**config.mk**
```make
export PLATFORM = sky130hd
export DESIGN_NAME = cpu_out_port
export DESIGN_NICKNAME = d
export VERILOG_FILES = /design/src/rtl/cpu_out_port.sv
export SDC_FILE = /design/constraint.sdc
export NUM_CORES = 1
export LEC_CHECK = 0
export CAP_MARGIN = 20
export CORE_ASPECT_RATIO = 0.9
export CORE_MARGIN = 2
export CORE_UTILIZATION = 35
export DETAILED_ROUTE_END_ITERATION = 7
export PLACE_DENSITY = 0.62
export SLEW_MARGIN = 20
export SYNTH_ARGS = -nofsm -noshare
export SYNTH_HDL_FRONTEND = slang
export SYNTH_SLANG_ARGS = --single-unit
```
**constraint.sdc**
```tcl
create_clock -name in_clk -period 3.05 [get_ports in_clk]
set_clock_uncertainty 0.05 [all_clocks]
set_input_delay 0.61 -clock in_clk [delete_from_list [all_inputs] [get_ports in_clk]]
set_output_delay 0.61 -clock in_clk [all_outputs]
set_load 0.03 [all_outputs]
```
**src/rtl/cpu_out_port.sv**
```systemverilog
`default_nettype none
// ============================================================================
// Module   : cpu_out_port
// Purpose  : Decodes the CPU's two-step OUT sequence (device address, then
//            data) and queues bytes addressed to this port in a small FIFO.
//            The FIFO drains to a sink over a valid/ready handshake.
// Revision : 1.0 - initial release
// ============================================================================
module cpu_out_port #(
  parameter logic [7:0] DEV_ADDR   = 8'h01,
  parameter int         DEPTH_LOG2 = 2
) (
  input  logic                  in_clk,
  input  logic                  reset_n,
  input  logic [7:0]            cpu_interface,
  input  logic                  set_output,
  input  logic                  data_address,
  input  logic                  out_ready,
  output logic [7:0]            out_data,
  output logic                  out_valid,
  output logic [DEPTH_LOG2:0]   fifo_count,
  output logic                  selected,
  output logic                  overflow
);

  localparam int                  DEPTH      = 1 << DEPTH_LOG2;
  localparam logic [DEPTH_LOG2:0] FULL_COUNT = (DEPTH_LOG2 + 1)'(DEPTH);
  localparam logic [DEPTH_LOG2:0] CNT_ONE    = (DEPTH_LOG2 + 1)'(1);
  localparam logic [DEPTH_LOG2-1:0] PTR_ONE  = DEPTH_LOG2'(1);

  // Registered state
  logic                    strobe_q;
  logic                    selected_q,  selected_d;
  logic                    overflow_q,  overflow_d;
  logic [DEPTH_LOG2:0]     count_q,     count_d;
  logic [DEPTH_LOG2-1:0]   wr_ptr_q,    wr_ptr_d;
  logic [DEPTH_LOG2-1:0]   rd_ptr_q,    rd_ptr_d;
  logic [7:0]              mem_q [DEPTH];

  // Decoded per-cycle controls
  logic strobe_evt;
  logic addr_evt;
  logic data_evt;
  logic push_req;
  logic push;
  logic pop;
  logic full;

  // Rising edge of the strobe level: a long-held strobe gives one event.
  always_comb begin
    strobe_evt = set_output & ~strobe_q;
    addr_evt   = strobe_evt &  data_address;
    data_evt   = strobe_evt & ~data_address;
    full       = (count_q == FULL_COUNT);
    pop        = out_valid & out_ready;
    push_req   = data_evt & selected_q;
    // A full FIFO still accepts a byte when the head leaves in the same cycle.
    push       = push_req & (~full | pop);
  end

  // Next-state for selection, overflow flag, pointers and occupancy.
  always_comb begin
    selected_d = selected_q;
    overflow_d = overflow_q;
    wr_ptr_d   = wr_ptr_q;
    rd_ptr_d   = rd_ptr_q;
    count_d    = count_q;

    if (addr_evt) begin
      selected_d = (cpu_interface == DEV_ADDR);
    end

    if (push_req && !push) begin
      overflow_d = 1'b1;
    end

    if (push) begin
      wr_ptr_d = wr_ptr_q + PTR_ONE;
    end

    if (pop) begin
      rd_ptr_d = rd_ptr_q + PTR_ONE;
    end

    case ({push, pop})
      2'b10:   count_d = count_q + CNT_ONE;
      2'b01:   count_d = count_q - CNT_ONE;
      default: count_d = count_q;
    endcase
  end

  // Control registers with asynchronous clear.
  always_ff @(posedge in_clk or negedge reset_n) begin
    if (!reset_n) begin
      strobe_q   <= 1'b0;
      selected_q <= 1'b0;
      overflow_q <= 1'b0;
      count_q    <= '0;
      wr_ptr_q   <= '0;
      rd_ptr_q   <= '0;
    end else begin
      strobe_q   <= set_output;
      selected_q <= selected_d;
      overflow_q <= overflow_d;
      count_q    <= count_d;
      wr_ptr_q   <= wr_ptr_d;
      rd_ptr_q   <= rd_ptr_d;
    end
  end

  // FIFO storage; cleared on reset so the head reads 8'h00 when empty.
  always_ff @(posedge in_clk or negedge reset_n) begin
    if (!reset_n) begin
      for (int i = 0; i < DEPTH; i++) begin
        mem_q[i] <= 8'h00;
      end
    end else if (push) begin
      mem_q[wr_ptr_q] <= cpu_interface;
    end
  end

  // Outputs come straight from registered state.
  always_comb begin
    out_data   = mem_q[rd_ptr_q];
    out_valid  = (count_q != '0);
    fifo_count = count_q;
    selected   = selected_q;
    overflow   = overflow_q;
  end

endmodule
`default_nettype wire

```
# [After elaboration in Yosys (flattened, before gate mapping)]
# Index checks and enable logic that the tools add are counted.
[totals] regBits=42 in_bits=13 out_inout_bits=14 elab_cells=45
[op_classes] add_sub_neg=4 order_cmp=3 eq_ne=4 muxes=7 n_bitwise=12 reduce_logical=5
[ops] cell="$bwmux W32" count=1
[ops] cell="$mux W8" count=3
[ops] cell="$bmux W8 S2" count=1
[ops] cell="$demux W8 S2" count=1
[ops] cell="$eq A8 B1 Y1 const B" count=1
[ops] cell="$and A1 B1 Y1" count=6
[ops] cell="$ge A3 B3 Y1 const B" count=2
[ops] cell="$not A2 Y3" count=2
[ops] cell="$pmux W3 S2" count=1
[ops] cell="$add A2 B1 Y2 const B" count=2
[ops] cell="$add A3 B1 Y3 const B" count=1
[ops] cell="$eq A3 B3 Y1 const B" count=1
[ops] cell="$lt A3 B1 Y1 const B" count=1
[ops] cell="$not A1 Y1" count=3
[ops] cell="$reduce_bool A3 Y1" count=1
[ops] cell="$sub A3 B1 Y3 const B" count=1
[ops] cell="$eq A2 B1 Y1 const B" count=1
[ops] cell="$eq A2 B2 Y1 const B" count=1
[ops] cell="$logic_and A1 B1 Y1" count=2
[ops] cell="$reduce_bool A2 Y1" count=1
[ops] cell="$logic_not A1 Y1" count=1
[ops] cell="$or A1 B1 Y1" count=1

# [Logic depth before layout (Yosys ltp)]
[logic_depth] word_depth=7 ltp_mapped=9 mapped_depth_nobuf=8

# [Worst setup path before layout]
# Ideal clock, no wire load.
[synth_timing] path_kind="in2reg" from="input out_ready" to="register count_q[2] (netlist: fifo_count[2])" setup_ns=0.081 arrival_time_ns=2.294 required_ns=2.919 setup_slack_ns=0.626 stages=9 path_buffers=1 cell_sequence="or4b_4 buf_6 nand2_2 ha_1 inv_1 fa_1 xor2_1 nor2_1 xor2_1"
[synth_between] elab_chain_len=5 elab_cells_between_ends=7 cone_classes="eq/ne (2); mux (1); bitwise (3); reduce/logical (1)"
[synth_rtl] item="from (decl)" line="18" text="input logic out_ready,"
[synth_rtl] item="$and A1 B1 Y1 (*)" line="55" text="pop = out_valid & out_ready;"
[synth_rtl] item="$or A1 B1 Y1" line="58" text="push = push_req & (~full | pop);"
[synth_rtl] item="$and A1 B1 Y1" line="58"
[synth_rtl] item="$eq A2 B1 Y1 or $eq A2 B2 Y1 (tied branches)" line="85" text="case ({push, pop})"
[synth_rtl] item="$pmux W3 S2 or $reduce_bool A2 Y1 (tied branches)"
[synth_rtl] item="to (signal assigned)" line="105" text="count_q <= count_d;"
[synth_rtl] item="to (decl)" line="35" text="logic [DEPTH_LOG2:0] count_q, count_d;"
# Mark *: on every way between the ends. The rest lies on a longest branch, timed or not.
# A chain may end at the register's enable or synchronous reset.

# [Worst setup path after layout]
[layout_timing] from="register rd_ptr_q[0]" to="output out_data[6]"
[layout_between] elab_chain_len=4
[layout_rtl] item="from (decl)" line="37" text="logic [DEPTH_LOG2-1:0] rd_ptr_q, rd_ptr_d;"
[layout_rtl] item="from (signal assigned)" line="107" text="rd_ptr_q <= rd_ptr_d;"
[layout_rtl] item="$not A2 Y3 (not written as such)" line="124" text="out_data = mem_q[rd_ptr_q];"
[layout_rtl] item="$bmux W8 S2" line="124"
[layout_rtl] item="$mux W8 (not written as such) (2 in series)" line="124"
[layout_rtl] item="to (decl)" line="19" text="output logic [7:0] out_data,"
# Every way passes these cells. The select of a mux whose other input is x is not followed.

==> impl_metrics.ini <==
[sta]
hold_violations = 0
slew_headroom = 0.399
timing_max_transition_violations_final = 0
pin_slew_with_the_least_headroom_to_its_limit_ns = 0.902
timing.final.crit_period_ns = 2.71
setup_total_negative_slack_ns = 0
maxClockFrequency_ghz = 0.369
fin_hold_ws_ns = 0.400
layout_worst_path_cycle_share = 0.889
rsz0062_at_grt = no
setup_viol = 0

[routing]
routed_wire_length_per_instance_um = 16.6
route.detailed.drc = 0
routed-via-count = 1117
antenna_violating_nets_post_route = 0
initial_drc_count = 47
routed_via_density = 4.99
dr.pass1.iters = 3
drt_wl_total_mm = 3.71

[logic_synthesis]
yosys.cell_types.count = 26
post_synth_fa_ha_maj_area_fraction = 0.0421
synth-warning-count = 0
netlist.area_leader.share = 0.536
postSynthRegisterBits = 42
synth_largest_area_cell = sky130_fd_sc_hd__dfrtp_1
synth_simple_gate_area_share = 0.0734
synthXorXnorAreaFrac = 0.0268
yosys-top-cells-area = sky130_fd_sc_hd__dfrtp_1 (54%), sky130_fd_sc_hd__mux2_2 (18%), sky130_fd_sc_hd__mux4_2 (9.2%)
synthesis.nets = 143
synth_edf_count = 0
netlist_instances = 124
mappedNetlistArea_um2 = 1960
async_reset_ff_frac = 1.00
dominantRegCellSynth = sky130_fd_sc_hd__dfrtp_1
postSynthAreaPerCell_um2 = 15.8
post_synthesis_mux_area_share = 0.287
synth-compound-area-share = 0.0108
ys_seq_area_frac = 0.536
synth_top_family_by_area = multiplexers

[run]
cap_viol_max_count = 0

[setup_path]
critPathCaptureType = output port
worst-path-buf-inv = 2
critPathMaxFanout = 8
cpLargestDelayFamily = buffers and inverters
critical_path.max_stage_delay_ns = 0.61
path_depth = 3
timing.critical_path.cells = buf_4 -> mux4_2 -> clkdlybuf4s50_1
arrival_time_worst_endpoint_ns = 2.05
worstPathRequired_ns = 2.39
worstRegToRegCells = 8
criticalPathCategory = reg2out
reg2reg_setup_slack_ns = 0.77
crit_path_start_kind = flop
critPathSlowestCell = sky130_fd_sc_hd__clkdlybuf4s50_1

[floorplan]
num_rows = 25
core_area_um2 = 5320
floorplan.initialDensity = 0.369
design.portCount = 27
design.die.area_um2 = 6220
dieHeight_um = 75.0
die_width_um = 82.9

[layout]
drive_gt1_frac = 0.369
layout.nets = 175
finish.utilization = 0.454
antennaDiodeCount = 0
area_growth_syn_to_layout_pct = 23.0

[cts]
post_cts_buffers = 0
post_cts_resize_count = 0
cts_hold_buffers = 0
htreeDepth = 2
clkSinkCount = 42
clock_latency_ns = 0.29
path_clk_slew_ns = 0.08
cts_buffers = 5
ctsRootBufferMaster = sky130_fd_sc_hd__clkbuf_8
tritoncts = built
cts.path.max_buffers = 2

[global_routing]
antenna_found_initial = 0
grt_max_degree = 43
first_global_vias = 1220
grt_pass1_wl_mm = 6.13
globalRouteTotalUtil = 0.130
grt_overflow_total = 0

[power_and_ir_drop]
power.density_cell_area_nw_per_um2 = 597
leakage_nw = 1.13
vdd_drop_max_mv = 0.419

[placement]
dp_hpwl_mm = 2.66
io_buffer_count = 26
place.gp.congestion = 0.697

[run_status]
run_status = finished, final reports clean

[worst_hold_path]
holdCritPathClass = in2async
==> layout make-up <==
type | count | area [um^2]
clock buffers | 5 | 68.8
repair buffers | 29 | 278
well taps | 67 | 83.8
fillers | 480 | 2910
clock inverters | 3 | 40.0
inverters | 6 | 22.5
flip-flops and latches | 42 | 1050
multi-input cells | 72 | 868
==> final timing paths <==
path | start | to
setup / recovery | rd_ptr_q[0] | out_data[6]
hold / removal | reset_n | mem_q[10]
setup reg to reg | fifo_count[0] | fifo_count[2]
hold reg to reg | overflow | overflow
max in group asynchronous | reset_n | mem_q[19]
min in group in_clk | overflow | overflow
==> cells in the mapped netlist (2+ instances only) <==
master / count
sky130_fd_sc_hd__buf_2: 2
sky130_fd_sc_hd__dfrtp_1: 42
sky130_fd_sc_hd__ha_1: 5
sky130_fd_sc_hd__inv_1: 6
sky130_fd_sc_hd__mux2_1: 2
sky130_fd_sc_hd__mux2_2: 31
sky130_fd_sc_hd__mux4_2: 8
sky130_fd_sc_hd__nand2_1: 3
sky130_fd_sc_hd__nand3_4: 4
sky130_fd_sc_hd__xnor2_1: 3
sky130_fd_sc_hd__xor2_1: 3
==> cells in the final DEF (no fill, tap or decap), types with 2 or more instances in the layout <==
cell type	synthesis	routed
sky130_fd_sc_hd__dfrtp_1	42	42
sky130_fd_sc_hd__xnor2_1	3	3
sky130_fd_sc_hd__xor2_1	3	3
sky130_fd_sc_hd__mux2_2	31	31
sky130_fd_sc_hd__buf_4	0	3
sky130_fd_sc_hd__mux2_1	2	2
sky130_fd_sc_hd__mux4_2	8	8
sky130_fd_sc_hd__inv_1	6	6
sky130_fd_sc_hd__nand3_4	4	4
sky130_fd_sc_hd__clkbuf_8	0	5
sky130_fd_sc_hd__clkinv_2	0	2
sky130_fd_sc_hd__nand2_1	3	3
sky130_fd_sc_hd__clkdlybuf4s50_1	0	25
sky130_fd_sc_hd__ha_1	5	5
==> cells by family after synthesis <==
logic type / Yosys count
XOR/XNOR: 6
adder cells (fa/ha/maj): 6
multiplexers: 42
AO/OA/AOI/OAI: 3
flip-flops: 42
buffers and inverters: 10
AND/OR/NAND/NOR: 15
==> worst register-to-register path, cell delays in order (launching register included) <==
cell                      delay, ns
sky130_fd_sc_hd__dfrtp_1       0.45
sky130_fd_sc_hd__or4b_4        0.55
sky130_fd_sc_hd__nand2_2       0.11
sky130_fd_sc_hd__ha_1          0.19
sky130_fd_sc_hd__inv_1         0.06
sky130_fd_sc_hd__fa_1          0.38
sky130_fd_sc_hd__xor2_1        0.15
sky130_fd_sc_hd__nor2_1        0.11
sky130_fd_sc_hd__xor2_1        0.16
==> power breakdown <==
| part | internal (mW) | total (mW) | switching (mW) |
|---|---|---|---|
| logic | 0.172 | 0.354 | 0.183 |
| clock network | 0.241 | 0.424 | 0.183 |
| registers | 0.596 | 0.663 | 0.0666 |
| total | 1.01 | 1.44 | 0.432 |
==> metrics by stage <==
stage | cell area, um^2 | setup WS (ns) | power (mW) | std cells
after CTS | 2410 | 0.310 | 1.47 | 224
after detailed placement | 2300 | 0.218 | 1.03 | 216
after global placement | 2300 | 0.282 | 1.02 | 216
after floorplan | 1960 | 0.626 | 0.897 | 124
after global routing | 2410 | 0.269 | 1.51 | 224
final | 2410 | 0.338 | 1.44 | 224
==> state kept, by name, summed over array words and instances (netlist names) <==
name and count:
fifo_count 3, rd_ptr_q 2, overflow 1, wr_ptr_q 2
strobe_q 1, mem_q 32, selected 1
==> routing by layer <==
metal / track usage / routed length, um / vias up
met5: 0 / 0 / -
met4: 0.0328 / 32 / 0
met3: 0.0428 / 123 / 4
met2: 0.224 / 1890 / 21
met1: 0.162 / 1670 / 581
li1: - / - / 511
(Power assumes the default switching activity.)
